`config.mk`:
```
export PLATFORM = sky130hd
export DESIGN_NAME = gf_poly_multiplier
export DESIGN_NICKNAME = d
export VERILOG_FILES = /design/src/rtl/gf_pkg.sv /design/src/rtl/gf_digit_step.sv /design/src/rtl/gf_poly_multiplier.sv
export SDC_FILE = /design/constraint.sdc
export NUM_CORES = 1
export LEC_CHECK = 0
export ABC_CLOCK_PERIOD_IN_PS = 1900
export CAP_MARGIN = 20
export CORE_MARGIN = 2
export CORE_UTILIZATION = 50
export CTS_CLUSTER_SIZE = 24
export DETAILED_ROUTE_END_ITERATION = 7
export GPL_ROUTABILITY_DRIVEN = 0
export PLACE_DENSITY = 0.72
export SLEW_MARGIN = 0
export SYNTH_ARGS = -nofsm -noshare
export SYNTH_HDL_FRONTEND = slang
export SYNTH_SLANG_ARGS = --single-unit
```
`constraint.sdc`:
```
create_clock -name clk -period 1.9 [get_ports clk]
set_input_delay 0.38 -clock clk [delete_from_list [all_inputs] [get_ports clk]]
set_output_delay 0.38 -clock clk [all_outputs]
set_load 0.005 [all_outputs]
```
`src/rtl/gf_pkg.sv`:
```
// Shared definitions for the GF(2^WIDTH) multiplier family.
//   gf_state_t  : control states of the iterative multiplier (IDLE/RUN/DONE)
//   GF_AES_POLY : low byte of the AES field polynomial x^8+x^4+x^3+x+1
//   GF16_POLY   : low nibble of the GF(16) polynomial x^4+x+1
//   gf_xtime    : multiply a field element by x, reducing by poly
package gf_pkg;

  typedef enum logic [1:0] {
    IDLE = 2'd0,
    RUN  = 2'd1,
    DONE = 2'd2
  } gf_state_t;

  localparam logic [7:0] GF_AES_POLY = 8'h1B;
  localparam logic [3:0] GF16_POLY   = 4'h3;

  // Widest field any instance may use; gf_xtime works at this width and
  // masks down to the field width it is given.
  localparam int GF_MAX_WIDTH = 16;

  // Multiply by x in GF(2^width): shift left, drop the bit leaving the field,
  // and fold it back in through the reduction polynomial.
  function automatic logic [GF_MAX_WIDTH-1:0] gf_xtime(
      input logic [GF_MAX_WIDTH-1:0] value,
      input logic [GF_MAX_WIDTH-1:0] poly,
      input int unsigned             width);
    logic [GF_MAX_WIDTH-1:0] mask;
    logic                    carry;
    // 17-bit intermediate so that width=16 yields an all-ones mask.
    mask  = GF_MAX_WIDTH'((17'(1) << width) - 17'(1));
    carry = value[width-1];
    gf_xtime = ((value << 1) & mask) ^ (carry ? (poly & mask) : '0);
  endfunction

endpackage

```
`src/rtl/gf_digit_step.sv`:
```
// Combinational digit of the shift-and-add GF multiplier.
// Performs DIGIT chained elementary steps on the working registers.
//   a_cur/b_cur/acc_cur    : multiplicand, remaining multiplier, accumulator
//   a_next/b_next/acc_next : the same three values after DIGIT steps
module gf_digit_step
  import gf_pkg::*;
#(
  parameter int               WIDTH = 8,
  parameter logic [WIDTH-1:0] POLY  = WIDTH'(GF_AES_POLY),
  parameter int               DIGIT = 1
) (
  input  logic [WIDTH-1:0] a_cur,
  input  logic [WIDTH-1:0] b_cur,
  input  logic [WIDTH-1:0] acc_cur,
  output logic [WIDTH-1:0] a_next,
  output logic [WIDTH-1:0] b_next,
  output logic [WIDTH-1:0] acc_next
);

  logic [WIDTH-1:0] a_v;
  logic [WIDTH-1:0] b_v;
  logic [WIDTH-1:0] acc_v;

  // Each step consumes the multiplier LSB: add the current multiple of the
  // multiplicand, then advance the multiplicand to the next power of x.
  always_comb begin
    a_v   = a_cur;
    b_v   = b_cur;
    acc_v = acc_cur;
    for (int i = 0; i < DIGIT; i++) begin
      if (b_v[0]) begin
        acc_v = acc_v ^ a_v;
      end
      a_v = WIDTH'(gf_xtime(GF_MAX_WIDTH'(a_v), GF_MAX_WIDTH'(POLY), WIDTH));
      b_v = b_v >> 1;
    end
  end

  assign a_next   = a_v;
  assign b_next   = b_v;
  assign acc_next = acc_v;

endmodule

```
`src/rtl/gf_poly_multiplier.sv`:
```
// Iterative GF(2^WIDTH) multiplier: result = a*b mod (x^WIDTH + POLY).
// Consumes DIGIT multiplier bits per RUN cycle; with EARLY_EXIT it stops as
// soon as the remaining multiplier bits are zero.
//   clk, rst             : clock, synchronous active-high reset
//   in_valid/in_ready, a, b : operand handshake (accepted only in IDLE)
//   out_valid/out_ready, result : result handshake (held in DONE)
//   busy                 : high while in RUN or DONE
module gf_poly_multiplier
  import gf_pkg::*;
#(
  parameter int               WIDTH      = 8,
  parameter logic [WIDTH-1:0] POLY       = WIDTH'(GF_AES_POLY),
  parameter int               DIGIT      = 1,
  parameter bit               EARLY_EXIT = 1'b1
) (
  input  logic             clk,
  input  logic             rst,
  input  logic             in_valid,
  output logic             in_ready,
  input  logic [WIDTH-1:0] a,
  input  logic [WIDTH-1:0] b,
  output logic             out_valid,
  input  logic             out_ready,
  output logic [WIDTH-1:0] result,
  output logic             busy
);

  localparam int STEPS = WIDTH / DIGIT;
  // One spare count keeps the counter at least one bit wide when STEPS=1.
  localparam int CNT_W = $clog2(STEPS + 1);
  localparam logic [CNT_W-1:0] LAST_CNT = CNT_W'(STEPS - 1);

  // Catch illegal parameter combinations at elaboration.
  if (WIDTH < 2 || WIDTH > GF_MAX_WIDTH || DIGIT < 1 || (WIDTH % DIGIT) != 0) begin : g_bad_params
    $error("gf_poly_multiplier: unsupported WIDTH/DIGIT combination");
  end

  gf_state_t        state;
  logic [WIDTH-1:0] a_reg;
  logic [WIDTH-1:0] b_reg;
  logic [WIDTH-1:0] acc_reg;
  logic [CNT_W-1:0] cnt;

  logic [WIDTH-1:0] a_step;
  logic [WIDTH-1:0] b_step;
  logic [WIDTH-1:0] acc_step;

  gf_digit_step #(
    .WIDTH (WIDTH),
    .POLY  (POLY),
    .DIGIT (DIGIT)
  ) u_digit_step (
    .a_cur    (a_reg),
    .b_cur    (b_reg),
    .acc_cur  (acc_reg),
    .a_next   (a_step),
    .b_next   (b_step),
    .acc_next (acc_step)
  );

  // Control FSM and datapath registers. All handshake outputs are
  // registered; in_ready is raised on the same edge that enters IDLE from
  // DONE so the next operand can be taken one cycle after the result leaves.
  always_ff @(posedge clk) begin
    if (rst) begin
      state     <= IDLE;
      a_reg     <= '0;
      b_reg     <= '0;
      acc_reg   <= '0;
      cnt       <= '0;
      in_ready  <= 1'b0;
      out_valid <= 1'b0;
      result    <= '0;
      busy      <= 1'b0;
    end else begin
      case (state)
        IDLE: begin
          in_ready <= 1'b1;
          if (in_valid && in_ready) begin
            a_reg    <= a;
            b_reg    <= b;
            acc_reg  <= '0;
            cnt      <= '0;
            in_ready <= 1'b0;
            busy     <= 1'b1;
            state    <= RUN;
          end
        end

        RUN: begin
          a_reg   <= a_step;
          b_reg   <= b_step;
          acc_reg <= acc_step;
          cnt     <= cnt + 1'b1;
          // Once no multiplier bits remain, further steps cannot change ACC.
          if (cnt == LAST_CNT || (EARLY_EXIT && b_step == '0)) begin
            out_valid <= 1'b1;
            result    <= acc_step;
            state     <= DONE;
          end
        end

        DONE: begin
          if (out_ready) begin
            out_valid <= 1'b0;
            result    <= '0;
            busy      <= 1'b0;
            in_ready  <= 1'b1;
            state     <= IDLE;
          end
        end

        default: begin
          out_valid <= 1'b0;
          result    <= '0;
          busy      <= 1'b0;
          in_ready  <= 1'b0;
          state     <= IDLE;
        end
      endcase
    end
  end

endmodule

```
==> results of run 1 <==
-- worst reg2reg max path, cell delays in order (launching register included) --
cell                       delay (ns)
sky130_fd_sc_hd__dfxtp_1         0.38
sky130_fd_sc_hd__ha_1            0.23
sky130_fd_sc_hd__and3b_1         0.26
sky130_fd_sc_hd__a211oi_4        0.06
sky130_fd_sc_hd__buf_4           0.21
sky130_fd_sc_hd__or3_1           0.37
sky130_fd_sc_hd__a21oi_1         0.13
-- area by class of cell --
cell class / instances / area [um^2]
Sequential cell: 41 / 821
Multi-Input combinational cell: 166 / 1020
Inverter: 2 / 7.51
Fill cell: 335 / 1340
Timing Repair Buffer: 40 / 413
Tap cell: 48 / 60.1
Clock buffer: 7 / 86.3
-- cells by family after synthesis --
kind of cell	Yosys count	share of synthesized area, %
compound gates	76	26.4
xor+xnor	3	1.32
fa+ha+maj	1	0.628
buf+inv	21	7.66
flops	41	41.2
simple gates	86	22.8
-- power groups by stage --
stage	logic, mW	registers (mW)	clock network, mW
2_1_floorplan	0.414	1.01	0
3_3_place_gp	0.535	1.04	0
3_5_place_dp	0.546	1.04	0
4_1_cts	0.547	1.02	0.579
5_1_grt	0.604	1.04	0.620
6_report	0.544	1.02	0.560
-- per-layer routing --
metal  track usage (%)  part of all wire (%)
met1              28.3                    51
met2              32.2                    45
met3              4.50                   3.3
met4              8.42                   1.3
met5                 0                     0
-- path summary, 6_finish.rpt --
check / startpoint / endpoint
setup / recovery: cnt[0] / result[6]
setup reg to reg: cnt[0] / result[6]
hold / removal: result[5] / result[5]
hold reg to reg: result[5] / result[5]
-- cells in the mapped netlist, drive strengths merged, types with 3 or more instances --
library cell | instances | area (um^2)
dfxtp | 41 | 821
nor3 | 3 | 25.0
xor2 | 3 | 26.3
a21oi | 27 | 154
o221ai | 3 | 26.3
clkbuf | 7 | 28.8
nand2 | 36 | 135
or3 | 10 | 62.6
a21boi | 8 | 60.1
a311oi | 12 | 111
buf | 9 | 76.3
nor2 | 19 | 73.8
and3b | 9 | 80.1
o21ai | 20 | 115
==> run_summary.xml, run 1 <==
<?xml version="1.0" encoding="UTF-8"?>
<metrics>
  <group name="pwr">
    <metric name="clockPowerShare" unit="%">26.3</metric>
    <metric name="comb_power_share" unit="%">25.6</metric>
    <metric name="vdd.ir_drop.worst" unit="uV">516</metric>
    <metric name="static-leakage-power" unit="nW">0.852</metric>
    <metric name="switching_power" unit="mW">0.655</metric>
    <metric name="p_total" unit="mW">2.13</metric>
    <metric name="pwr_density_cell" unit="nW/um^2">884</metric>
    <metric name="internal-power" unit="mW">1.47</metric>
    <metric name="p_seq_share" unit="%">48.1</metric>
    <metric name="sw_frac_of_total" unit="%">30.8</metric>
  </group>
  <group name="critical_path">
    <metric name="worst-path-buf-inv" unit="">1</metric>
    <metric name="timing.critical_path.from_type" unit="">flip-flop</metric>
    <metric name="series_of_cell_instances_along_the_critical_path" unit="">ha_1 -&gt; and3b_1 -&gt; a211oi_4 -&gt; buf_4 -&gt; or3_1 -&gt; a21oi_1</metric>
    <metric name="critical_path_endpoint_category" unit="">flip-flop</metric>
    <metric name="worst-endpoint-required" unit="ns">2.12</metric>
    <metric name="critPathTopFamily" unit="">simple AND/OR/NAND/NOR gates</metric>
    <metric name="criticalPathCategory" unit="">reg2reg</metric>
    <metric name="cpMaxStageDelayCell" unit="">sky130_fd_sc_hd__dfxtp_1</metric>
    <metric name="length_in_cells_of_the_worst_reg_to_reg_path" unit="">6</metric>
    <metric name="r2r_setup_slack" unit="ns">0.21</metric>
    <metric name="worstSetupPathDepth" unit="">6</metric>
    <metric name="path_max_fanout" unit="">16</metric>
    <metric name="critPathMaxStageDelay" unit="ns">0.38</metric>
    <metric name="cp.arrival" unit="ns">1.91</metric>
  </group>
  <group name="route">
    <metric name="route.detailed.drc" unit="">0</metric>
    <metric name="vias" unit="">1708</metric>
    <metric name="drt-total-wl" unit="um">4040</metric>
    <metric name="drc_marker_count_from_the_first_detailed_route_iteration" unit="">113</metric>
    <metric name="routed_via_density" unit="">5.62</metric>
    <metric name="dr.pass1.iters" unit="">4</metric>
    <metric name="antenna_left" unit="">0</metric>
    <metric name="detail_route.wl_per_cell" unit="um">13.3</metric>
  </group>
  <group name="placed_design">
    <metric name="post-place-ws" unit="ns">0.122</metric>
    <metric name="sum_of_net_half_perimeters_after_detailed_placement" unit="um">2760</metric>
    <metric name="placed_cells" unit="">297</metric>
    <metric name="port-buffer-count" unit="">30</metric>
    <metric name="detailed_place.area" unit="um^2">2320</metric>
  </group>
  <group name="die">
    <metric name="starting_density_of_the_core" unit="%">53.2</metric>
    <metric name="die_height" unit="um">67.1</metric>
    <metric name="design.die.area" unit="um^2">4510</metric>
    <metric name="die_width" unit="um">67.1</metric>
    <metric name="core" unit="um^2">3740</metric>
    <metric name="floorplan.rows" unit="">22</metric>
    <metric name="floorplan.io_pins" unit="">31</metric>
  </group>
  <group name="finish">
    <metric name="layout-drive-gt1-share" unit="%">12.9</metric>
    <metric name="post-route-util" unit="%">64.3</metric>
    <metric name="final_cell_mix" unit="">sky130_fd_sc_hd__dfxtp_1 (41), sky130_fd_sc_hd__nand2_1 (36), sky130_fd_sc_hd__clkdlybuf4s50_1 (30)</metric>
    <metric name="area_growth" unit="%">20.8</metric>
    <metric name="antenna-diode-count" unit="">0</metric>
    <metric name="layout_commonest_cell" unit="">sky130_fd_sc_hd__dfxtp_1</metric>
    <metric name="stdcell_count" unit="">304</metric>
    <metric name="design_area" unit="um^2">2410</metric>
    <metric name="finalNetCount" unit="">277</metric>
  </group>
  <group name="sta">
    <metric name="timing.final.max_slew_violations" unit="">0</metric>
    <metric name="hold_viol_final" unit="">0</metric>
    <metric name="worstMarginPinSlew" unit="ns">0.482</metric>
    <metric name="grt_setup_unrepaired" unit="">false</metric>
    <metric name="period_share" unit="%">89.1</metric>
    <metric name="setup_viol" unit="">0</metric>
    <metric name="fmaxAchievable" unit="MHz">591</metric>
    <metric name="slew-limit-headroom" unit="%">67.8</metric>
    <metric name="hold_slack" unit="ns">0.463</metric>
    <metric name="final_critical_path_setup_slack" unit="ns">0.208</metric>
    <metric name="final.setup_skew" unit="ns">0.00326</metric>
    <metric name="finalSetupTns" unit="ns">0</metric>
    <metric name="period_minus_slack" unit="ns">1.69</metric>
  </group>
  <group name="yosys">
    <metric name="synth_edf_count" unit="">0</metric>
    <metric name="synth-seq-cells" unit="">41</metric>
    <metric name="postSynth.asyncResetShare" unit="%">0</metric>
    <metric name="cell_area_after_synthesis" unit="um^2">1990</metric>
    <metric name="synth-warning-count" unit="">0</metric>
    <metric name="seq_area_frac_synth" unit="%">41.2</metric>
    <metric name="synthesized_netlist_net_count" unit="">249</metric>
    <metric name="average_size_of_a_mapped_cell" unit="um^2">8.74</metric>
    <metric name="synth_cells" unit="">228</metric>
    <metric name="ys_types" unit="">40</metric>
    <metric name="ys_dominant_reg_cell" unit="">sky130_fd_sc_hd__dfxtp_1</metric>
  </group>
  <group name="cts">
    <metric name="postCtsResizedCells" unit="">0</metric>
    <metric name="post_cts_repair_setup_buffers" unit="">0</metric>
    <metric name="tritoncts" unit="">yes</metric>
    <metric name="buffer_cell_driving_the_clock_tree_root" unit="">sky130_fd_sc_hd__clkbuf_8</metric>
    <metric name="clock_latency" unit="ns">0.29</metric>
    <metric name="hold_buffers" unit="">0</metric>
    <metric name="htree_levels" unit="">2</metric>
    <metric name="tritoncts.num_buffers" unit="">5</metric>
    <metric name="cts.sinks" unit="">41</metric>
    <metric name="clk_path_buf_depth" unit="">2</metric>
    <metric name="cts.clk_slew.worst_paths" unit="ns">0.07</metric>
  </group>
  <group name="worst_hold_path">
    <metric name="hold_path_class" unit="">reg2reg</metric>
    <metric name="min_path_cells" unit="">2</metric>
  </group>
  <group name="job">
    <metric name="maxCapViolations" unit="">0</metric>
  </group>
  <group name="global_routing">
    <metric name="grt_util_overall" unit="%">20.8</metric>
    <metric name="grt_start_max_net_pins" unit="">42</metric>
    <metric name="antenna_violations_before_repair" unit="">0</metric>
    <metric name="grt_first_pass_wirelength" unit="um">7120</metric>
    <metric name="overflow" unit="">0</metric>
    <metric name="vias_in_the_first_global_route" unit="">1589</metric>
  </group>
  <group name="outcome">
    <metric name="run_status" unit="">finished clean</metric>
  </group>
</metrics>
Power figures use the tool's default switching activity.
==> run 2, diff against run 1 <==
- GPL_ROUTABILITY_DRIVEN: 0 -> default
==> results of run 2 <==
No change in the layout: final DEF, timing and power equal those of run 1.
==> run 3, diff against run 2 <==
- ABC_CLOCK_PERIOD_IN_PS: 1900 -> 2200
- PLACE_DENSITY: 0.72 -> 0.85
- clock period: 1.9 -> 2.2 ns (I/O delays scaled with it)
==> run 3 against run 2 <==
Effect of this change:
- maximum frequency is 4.5% lower
- global-route usage is 1.6 points lower
- register-to-register slack better by 0.22 ns
- sequential share of layout area is 0.69 points higher
- clock skew is 0.00055 ns lower
- utilization is 1.3 points lower
- cell count is 0.99% lower
- count of clock-buffer cells in the layout stayed put
- clock power is 13% lower
- highest routed layer unchanged
==> run_summary.xml, run 3 (synthesized netlist as in run 1, its figures left out) <==
<?xml version="1.0" encoding="UTF-8"?>
<metrics>
  <group name="job">
    <metric name="maxCapViolations" unit="">0</metric>
  </group>
  <group name="critical_path">
    <metric name="r2r_setup_slack" unit="ns">0.43</metric>
    <metric name="critical_path_endpoint_category" unit="">flip-flop</metric>
    <metric name="length_in_cells_of_the_worst_reg_to_reg_path" unit="">4</metric>
    <metric name="worst_r2r_startpoint" unit="">state[0]</metric>
    <metric name="criticalPathCategory" unit="">reg2reg</metric>
    <metric name="path_max_fanout" unit="">15</metric>
    <metric name="worst_r2r_endpoint" unit="">result[2]</metric>
    <metric name="cp.arrival" unit="ns">1.99</metric>
    <metric name="worst-endpoint-required" unit="ns">2.42</metric>
    <metric name="timing.critical_path.from_type" unit="">flip-flop</metric>
  </group>
  <group name="route">
    <metric name="antenna_left" unit="">0</metric>
    <metric name="drc_marker_count_from_the_first_detailed_route_iteration" unit="">117</metric>
    <metric name="routed_via_density" unit="">5.60</metric>
    <metric name="detail_route.wl_per_cell" unit="um">12.8</metric>
    <metric name="vias" unit="">1685</metric>
    <metric name="drt-total-wl" unit="um">3850</metric>
    <metric name="dr.pass1.iters" unit="">4</metric>
    <metric name="route.detailed.drc" unit="">0</metric>
  </group>
  <group name="pwr">
    <metric name="pwr_density_cell" unit="nW/um^2">764</metric>
    <metric name="internal-power" unit="mW">1.25</metric>
    <metric name="clockPowerShare" unit="%">27.1</metric>
    <metric name="vdd.ir_drop.worst" unit="uV">390</metric>
    <metric name="comb_power_share" unit="%">23.6</metric>
    <metric name="switching_power" unit="mW">0.556</metric>
    <metric name="sw_frac_of_total" unit="%">30.8</metric>
    <metric name="p_seq_share" unit="%">49.4</metric>
    <metric name="static-leakage-power" unit="nW">0.828</metric>
  </group>
  <group name="die">
    <metric name="die_width" unit="um">67.1</metric>
    <metric name="floorplan.rows" unit="">22</metric>
    <metric name="starting_density_of_the_core" unit="%">53.2</metric>
    <metric name="design.die.area" unit="um^2">4510</metric>
    <metric name="die_height" unit="um">67.1</metric>
    <metric name="floorplan.io_pins" unit="">31</metric>
    <metric name="core" unit="um^2">3740</metric>
  </group>
  <group name="cts">
    <metric name="tritoncts.num_buffers" unit="">5</metric>
    <metric name="cts.clk_slew.worst_paths" unit="ns">0.07</metric>
    <metric name="clk_path_buf_depth" unit="">2</metric>
    <metric name="htree_levels" unit="">2</metric>
    <metric name="hold_buffers" unit="">0</metric>
    <metric name="postCtsResizedCells" unit="">0</metric>
    <metric name="cts.sinks" unit="">41</metric>
    <metric name="post_cts_repair_setup_buffers" unit="">0</metric>
    <metric name="clock_latency" unit="ns">0.29</metric>
    <metric name="buffer_cell_driving_the_clock_tree_root" unit="">sky130_fd_sc_hd__clkbuf_8</metric>
    <metric name="tritoncts" unit="">yes</metric>
  </group>
  <group name="sta">
    <metric name="period_share" unit="%">80.5</metric>
    <metric name="slew-limit-headroom" unit="%">60.7</metric>
    <metric name="finalSetupTns" unit="ns">0</metric>
    <metric name="hold_viol_final" unit="">0</metric>
    <metric name="worstMarginPinSlew" unit="ns">0.589</metric>
    <metric name="grt_setup_unrepaired" unit="">false</metric>
    <metric name="period_minus_slack" unit="ns">1.77</metric>
    <metric name="final.setup_skew" unit="ns">0.00271</metric>
    <metric name="fmaxAchievable" unit="MHz">565</metric>
    <metric name="setup_viol" unit="">0</metric>
    <metric name="timing.final.max_slew_violations" unit="">0</metric>
  </group>
  <group name="global_routing">
    <metric name="grt_start_max_net_pins" unit="">42</metric>
    <metric name="antenna_violations_before_repair" unit="">0</metric>
    <metric name="vias_in_the_first_global_route" unit="">1473</metric>
    <metric name="grt_first_pass_wirelength" unit="um">6570</metric>
    <metric name="grt_util_overall" unit="%">19.2</metric>
    <metric name="overflow" unit="">0</metric>
  </group>
  <group name="finish">
    <metric name="post-route-util" unit="%">63.0</metric>
    <metric name="finalNetCount" unit="">274</metric>
    <metric name="layout_commonest_cell" unit="">sky130_fd_sc_hd__dfxtp_1</metric>
    <metric name="final_cell_mix" unit="">sky130_fd_sc_hd__dfxtp_1 (41), sky130_fd_sc_hd__nand2_1 (36), sky130_fd_sc_hd__clkdlybuf4s50_1 (30)</metric>
    <metric name="area_growth" unit="%">18.4</metric>
    <metric name="antenna-diode-count" unit="">0</metric>
    <metric name="layout-drive-gt1-share" unit="%">11.9</metric>
  </group>
  <group name="outcome">
    <metric name="run_status" unit="">finished clean</metric>
  </group>
  <group name="worst_hold_path">
    <metric name="worstHoldStart" unit="">acc_reg[0]</metric>
    <metric name="min_delay_worst_endpoint" unit="">acc_reg[0]</metric>
    <metric name="hold_path_class" unit="">reg2reg</metric>
    <metric name="min_path_cells" unit="">2</metric>
  </group>
  <group name="placed_design">
    <metric name="sum_of_net_half_perimeters_after_detailed_placement" unit="um">2680</metric>
    <metric name="port-buffer-count" unit="">30</metric>
    <metric name="gp_congestion" unit="">0.752</metric>
  </group>
</metrics>
## run 3: changes by cell type in the layout (fill, tap and decap cells not counted), sizes merged
cell	before	now
buf	10	7
## run 3: final cells by class
| class | count | area, um^2 |
|---|---|---|
| inverters | 2 | 7.51 |
| fillers | 339 | 1380 |
| multi-input cells | 166 | 1020 |
| repair buffers | 37 | 365 |
| flip-flops and latches | 41 | 821 |
| well taps | 48 | 60.1 |
| clock buffers | 7 | 86.3 |
## run 3: power by group through the flow
| stage | Sequential [mW] | Clock [mW] | Combinational [mW] |
|---|---|---|---|
| 2_1_floorplan | 0.869 | 0 | 0.357 |
| 5_1_grt | 0.900 | 0.536 | 0.475 |
| 4_1_cts | 0.891 | 0.501 | 0.430 |
| 3_5_place_dp | 0.908 | 0 | 0.428 |
| 6_report | 0.890 | 0.488 | 0.425 |
| 3_3_place_gp | 0.903 | 0 | 0.417 |
## run 3: worst max-delay path by stage
| stage | endpoint | from | cells past startpoint |
|---|---|---|---|
| final | result[2] | state[0] | 4 |
| after floorplan | result[7] | cnt[0] | 6 |
| after global routing | result[5] | state[0] | 4 |
| after CTS | a_reg[5] | state[1] | 3 |
| after detailed placement | out_valid | out_ready | 5 |
| after global placement | result[0] | out_ready | 5 |
## run 3: per-layer routing
metal	up-vias	share of wire [%]	global-route usage, %
met2	36	46	29.3
li1	866	-	-
met3	2	4.0	4.50
met5	-	0	0
met1	781	49	25.9
met4	0	0.88	8.42
## run 3: stage by stage
stage | hold slack [ns] | cell area (um^2) | setup WS [ns] | total power [mW] | instances
2_1_floorplan | 0.441 | 1990 | 0.719 | 1.23 | 228
3_5_place_dp | 0.454 | 2270 | 0.309 | 1.34 | 294
4_1_cts | 0.464 | 2360 | 0.428 | 1.82 | 301
3_3_place_gp | 0.445 | 2270 | 0.367 | 1.32 | 294
6_report | 0.464 | 2360 | 0.429 | 1.80 | 301
5_1_grt | 0.480 | 2360 | 0.264 | 1.91 | 301
## run 3: worst max-delay path, stage by stage (launching register included)
cell and delay (ns):
sky130_fd_sc_hd__dfxtp_1 0.57, sky130_fd_sc_hd__nor2b_4 0.44, sky130_fd_sc_hd__o21ai_0 0.22, sky130_fd_sc_hd__or3_1 0.36, sky130_fd_sc_hd__a21oi_2 0.12
